**src/rtl/branch_target_predictor.sv**
```systemverilog
// Branch target predictor for the RISC-V pipeline.
// IF side: direct-mapped BTB with 2-bit saturating counters gives a
// taken/not-taken prediction and next PC for the fetch PC with no latency.
// EX side: resolves the real outcome, flags a mispredict with the correct
// redirect PC, trains the table on the clock edge and keeps statistics.
module branch_target_predictor #(
    parameter int ENTRIES = 16
) (
    input  logic        clk,
    input  logic        rst_n,
    input  logic [31:0] PCF,
    output logic        PredTakenF,
    output logic [31:0] PredTargetF,
    input  logic        UpdateValidE,
    input  logic [2:0]  BranchTypeE,
    input  logic [31:0] PCE,
    input  logic        BranchE,
    input  logic [31:0] BrTargetE,
    input  logic        PredTakenE,
    input  logic [31:0] PredTargetE,
    output logic        MispredictE,
    output logic [31:0] RedirectPCE,
    output logic [31:0] BranchCount,
    output logic [31:0] MispredCount
);

    localparam int IDXW = $clog2(ENTRIES);
    localparam int TAGW = 32 - IDXW - 2;

    // Table storage, one slot per index.
    logic              valid_q  [ENTRIES];
    logic [TAGW-1:0]   tag_q    [ENTRIES];
    logic [31:0]       target_q [ENTRIES];
    logic [1:0]        ctr_q    [ENTRIES];

    // Fetch-side lookup fields.
    logic [IDXW-1:0]   idx_f;
    logic [TAGW-1:0]   tag_f;
    logic              hit_f;

    // EX-side lookup fields.
    logic [IDXW-1:0]   idx_e;
    logic [TAGW-1:0]   tag_e;
    logic              hit_e;

    // Update handshake: the EX stage offers a training/resolve transaction
    // by holding UpdateValidE high with a nonzero BranchTypeE for exactly one
    // cycle; there is no back-pressure (the predictor always accepts), so the
    // transaction completes on the rising edge that ends that cycle. Reset
    // low suppresses the transaction entirely.
    logic              upd;

    assign idx_f = PCF[IDXW+1:2];
    assign tag_f = PCF[31:IDXW+2];
    assign idx_e = PCE[IDXW+1:2];
    assign tag_e = PCE[31:IDXW+2];
    assign upd   = rst_n & UpdateValidE & (BranchTypeE != 3'b000);

    // Zero-latency prediction from the registered table (no bypass of a
    // same-cycle update).
    always_comb begin
        hit_f       = valid_q[idx_f] && (tag_q[idx_f] == tag_f);
        PredTakenF  = 1'b0;
        PredTargetF = PCF + 32'd4;
        if (hit_f && ctr_q[idx_f][1]) begin
            PredTakenF  = 1'b1;
            PredTargetF = target_q[idx_f];
        end
    end

    // Outcome resolution: mispredict on wrong direction, or right direction
    // (taken) with the wrong target.
    always_comb begin
        hit_e       = valid_q[idx_e] && (tag_q[idx_e] == tag_e);
        MispredictE = upd & ((BranchE != PredTakenE) |
                             (BranchE & PredTakenE & (PredTargetE != BrTargetE)));
        RedirectPCE = BranchE ? BrTargetE : (PCE + 32'd4);
    end

    // Table training and statistics; async reset clears everything.
    always_ff @(posedge clk or negedge rst_n) begin
        if (!rst_n) begin
            for (int i = 0; i < ENTRIES; i++) begin
                valid_q[i]  <= 1'b0;
                tag_q[i]    <= '0;
                target_q[i] <= '0;
                ctr_q[i]    <= 2'b01;
            end
            BranchCount  <= '0;
            MispredCount <= '0;
        end else if (upd) begin
            BranchCount <= BranchCount + 32'd1;
            if (MispredictE) begin
                MispredCount <= MispredCount + 32'd1;
            end
            if (hit_e) begin
                if (BranchE) begin
                    if (ctr_q[idx_e] != 2'b11) begin
                        ctr_q[idx_e] <= ctr_q[idx_e] + 2'b01;
                    end
                    target_q[idx_e] <= BrTargetE;
                end else if (ctr_q[idx_e] != 2'b00) begin
                    ctr_q[idx_e] <= ctr_q[idx_e] - 2'b01;
                end
            end else if (BranchE) begin
                // Taken miss allocates (or replaces an aliasing entry) weak-taken.
                valid_q[idx_e]  <= 1'b1;
                tag_q[idx_e]    <= tag_e;
                target_q[idx_e] <= BrTargetE;
                ctr_q[idx_e]    <= 2'b10;
            end
        end
    end

endmodule

```
**config.mk**
```make
export PLATFORM = sky130hd
export DESIGN_NAME = branch_target_predictor
export DESIGN_NICKNAME = d
export VERILOG_FILES = /design/src/rtl/branch_target_predictor.sv
export SDC_FILE = /design/constraint.sdc
export NUM_CORES = 2
export LEC_CHECK = 0
export BUFFER_PORTS_ARGS = -buffer_cell sky130_fd_sc_hd__buf_2
export CORE_ASPECT_RATIO = 0.75
export CORE_MARGIN = 1
export CORE_UTILIZATION = 30
export CTS_CLUSTER_SIZE = 14
export DETAILED_ROUTE_END_ITERATION = 10
export GPL_ROUTABILITY_DRIVEN = 0
export GPL_TIMING_DRIVEN = 1
export PLACE_DENSITY = 0.43
export SYNTH_ARGS = -nofsm -noshare
export SYNTH_HDL_FRONTEND = slang
export SYNTH_SLANG_ARGS = --single-unit
```
**constraint.sdc**
```tcl
create_clock -name clk -period 4.23 [get_ports clk]
set_clock_uncertainty 0.2 [all_clocks]
set_input_delay 0.423 -clock clk [delete_from_list [all_inputs] [get_ports clk]]
set_output_delay 0.423 -clock clk [all_outputs]
set_load 0.01 [all_outputs]
```
==> reports/results.tsv <==
metric	value	unit
num_vias	34750	
ir_drop	0.3161	mV
antenna_found_initial	9	
io_buffer_count	265	
p_total	0.02704	W
swShare	27.35	%
first_global_vias	35720	
start_util	30.30	%
tritoncts	done	
synth_warnings	0	
dpl.hpwl	133.6	mm
cp.buffers_inverters	4	
drt_iter0_markers	2718	
synthToLayoutAreaGrowth	21.75	%
drc	25	
p_per_area	410.9	nW/um^2
critPathMaxStageDelay	0.51	ns
fin_hold_ws	0.05578	ns
hold_class	in -> reg	
rsz0062_at_grt	true	
crit_path_end_kind	primary output	
clock_tree.buffer_depth	3	
nets	4294	
place_ws	-0.5188	ns
post-route-period-util	110.5	%
regArea	26050	sq um
cap_violations	0	
synth_top_flop_cell	dfrtp_1	
placed_cells	6364	
path_cells	mux4_2 > mux4_2 > xnor2_2 > buf_6 > nand2_2 > nor4_2 > nand4_1 > nor3_4 > buf_12 > buf_16 > mux2_4 > buf_6	
synth_seq_cells	1040	
critPathMaxFanout	8	
maxSlewHeadroom	29.77	%
crit_family	multiplexers	
rr_endpoint	ctr_q[31]$_DFFE_PN0P_	
ioPinCount	266	
fin_ws	-0.4441	ns
drive_gt1_share	53.35	%
multi_input_area	26810	sq um
slew_viol_final	0	
antennaDiodeCount	0	
drt_wl_total	194.9	mm
hold_depth	2	
first_pass_iters	8	
path_depth	12	
avgViaCountPerCell	5.249	
p_seq_share	44.4	%
grt_use_total	21.48	%
p_leak	30.07	nW
p_switching	0.007395	W
post_drt_wl_per_cell	29.44	um
r2r_slack	0	ns
die_w	492.1	um
nFillCells	17130	
worstReg2RegStart	tag_q[137]$_DFFE_PN0P_	
period_needed	4.674	ns
die_h	369.6	um
clkSinkCount	1040	
clock.fmax	213.9	MHz
hold_violations	0	
ys_types	73	
syn_area	54050	sq um
synthCells	3683	
min_to	target_q[135]$_DFFE_PN0P_	
post_synth.cell_area_avg	14.68	sq um
hold_path_startpoint	BrTargetE[7]	
syn_nets	3829	
finalSetupViolCount	34	
numCtsBuffers	111	
crit_path_top_delay_cell	mux4_2	
antenna_left	0	
internal-power	0.01965	W
grt_pass1_wl	281.1	mm
cts-root-buf	clkbuf_16	
coreArea	178400	sq um
post_layout_nonfiller_instances	6620	
worstPathArrival	4.05	ns
synth_edf_count	0	
combPwrFrac	17.4	%
outcome	finished, violations left	
grt_max_degree	169	
violations	design-rule violations, negative setup slack	
worstSetupPathType	reg -> out	
h-tree-depth	3	
ys_seq_area_share	48.18	%
grt_remaining_overflow	0	
clk_pin_slew_worst_paths	0.06	ns
rows	134	
reg2regPathDepth	10	
startpoint_type	register	
synthArstFlopShare	100.0	%
worstSkewPairLatency	0.77	ns
tightest_slew	1.053	ns
required	3.61	ns
die_area	181900	sq um
power.share.clock	38.2	%
==> worst max path at each step <==
| stage | slack, ns | startpoint | endpoint |
|---|---|---|---|
| after global routing | -0.58 | tag_q[131]$_DFFE_PN0P_ | PredTargetF[31] |
| after floorplan | 0.005 | PCF[2] | PredTargetF[22] |
| after global placement | -0.54 | PCF[2] | PredTargetF[31] |
| after detailed placement | -0.52 | PCF[2] | PredTargetF[31] |
| final | -0.44 | tag_q[20]$_DFFE_PN0P_ | PredTargetF[31] |
| after CTS | -0.61 | tag_q[107]$_DFFE_PN0P_ | PredTargetF[22] |
==> through the flow <==
stage	cell area, sq um	util (%)	setup TNS, ns
after floorplan	54080	-	0
after global placement	60930	34.16	-87.53
after detailed placement	60930	34.16	-81.57
after CTS	65710	36.84	-17.28
after global routing	65810	36.89	-17.66
final	65810	36.89	-13.26
==> cells in the mapped netlist, types with 45 or more instances <==
| cell type | n | area, sq um |
|---|---|---|
| mux2_1 | 56 | 630.6 |
| nor2_1 | 45 | 168.9 |
| mux2_4 | 104 | 1562 |
| nand3_1 | 76 | 380.4 |
| xor2_1 | 90 | 788.3 |
| mux2i_1 | 106 | 1061 |
| nand2_1 | 103 | 386.6 |
| xnor2_1 | 117 | 1025 |
| clkbuf_1 | 220 | 825.8 |
| dfrtp_1 | 1024 | 25620 |
| mux4_2 | 357 | 8040 |
| mux2_2 | 855 | 9628 |
| buf_2 | 48 | 240.2 |
==> sequential cells by signal, summed over array words and instances (netlist names) <==
register / count
target_q: 512
tag_q: 416
BranchCount: 32
MispredCount: 32
ctr_q: 32
valid_q: 16
==> metal layers <==
metal	track usage, %	share of wire [%]	wire length, um
met1	33.25	51	98700
met2	31.17	43	83040
met3	3.608	4.8	9275
met4	4.094	2.0	3872
met5	0	0	0
==> power groups by stage <==
stage | Combinational (W) | Sequential, W | Clock (W)
final | 0.00471 | 0.0120 | 0.0103
after global routing | 0.00503 | 0.0122 | 0.0110
after floorplan | 0.00291 | 0.0119 | 0
after detailed placement | 0.00460 | 0.0122 | 0
after global placement | 0.00456 | 0.0122 | 0
after CTS | 0.00472 | 0.0120 | 0.0106
==> cells by family (layout without fill, tap and decap cells) <==
family,count (synthesis),count (layout),synth area share (%)
AOI/OAI and AO/OA,162,162,2.227
xor gates and xnor gates,208,208,3.384
adders and majority gates,10,10,0.2315
buffers and inverters,375,932,3.264
DFF,1040,1040,48.18
muxes,1478,1478,38.71
and+or+nand+nor,410,410,4.005
==> cell usage in the layout (no fill, tap or decap), drive strengths merged, types with 9 or more instances in the layout <==
master / n
a211oi: 14
a21oi: 18
a22o: 9
a22oi: 16
and2: 10
and3: 24
buf: 663
clkbuf: 180
clkinv: 12
dfrtp: 1024
dfstp: 16
dlygate4sd3: 40
ha: 10
inv: 27
mux2: 1015
mux2i: 106
mux4: 357
nand2: 103
nand2b: 14
nand3: 79
nand4: 35
nor2: 46
nor2b: 31
nor3: 17
nor4: 15
o21ai: 42
o22ai: 26
or2: 13
xnor2: 118
xor2: 90
==> worst reg2reg max path, stage by stage, from the launching register on <==
cell,delay (ns)
dfrtp_1,0.42
mux2i_1,0.52
a22o_1,0.32
a221oi_1,0.08
xor2_1,0.23
o32a_1,0.39
or4_4,0.55
or4b_1,0.65
buf_12,0.22
o22ai_2,0.23
mux2_1,0.34
==> what timing repair did <==
action                                  in CTS  in global routing
pin swaps                                    9                  9
resized for setup                           85                 26
hold buffers                                41                  0
endpoints found under the setup margin      40                116
buffers inserted                             8                  4
hold endpoints to repair                   799                  0
cloned                                       2                  0
==> layout make-up <==
type                    count  share of cell area, %
repair buffers            704                  9.238
multi-input cells        2268                  40.74
clock inverters            26                 0.6483
inverters                  23                 0.1312
flip-flops and latches   1040                  39.58
clock buffers             179                  5.143
well taps                2380                  4.525
No activity file was read; power rests on OpenSTA's default activity.
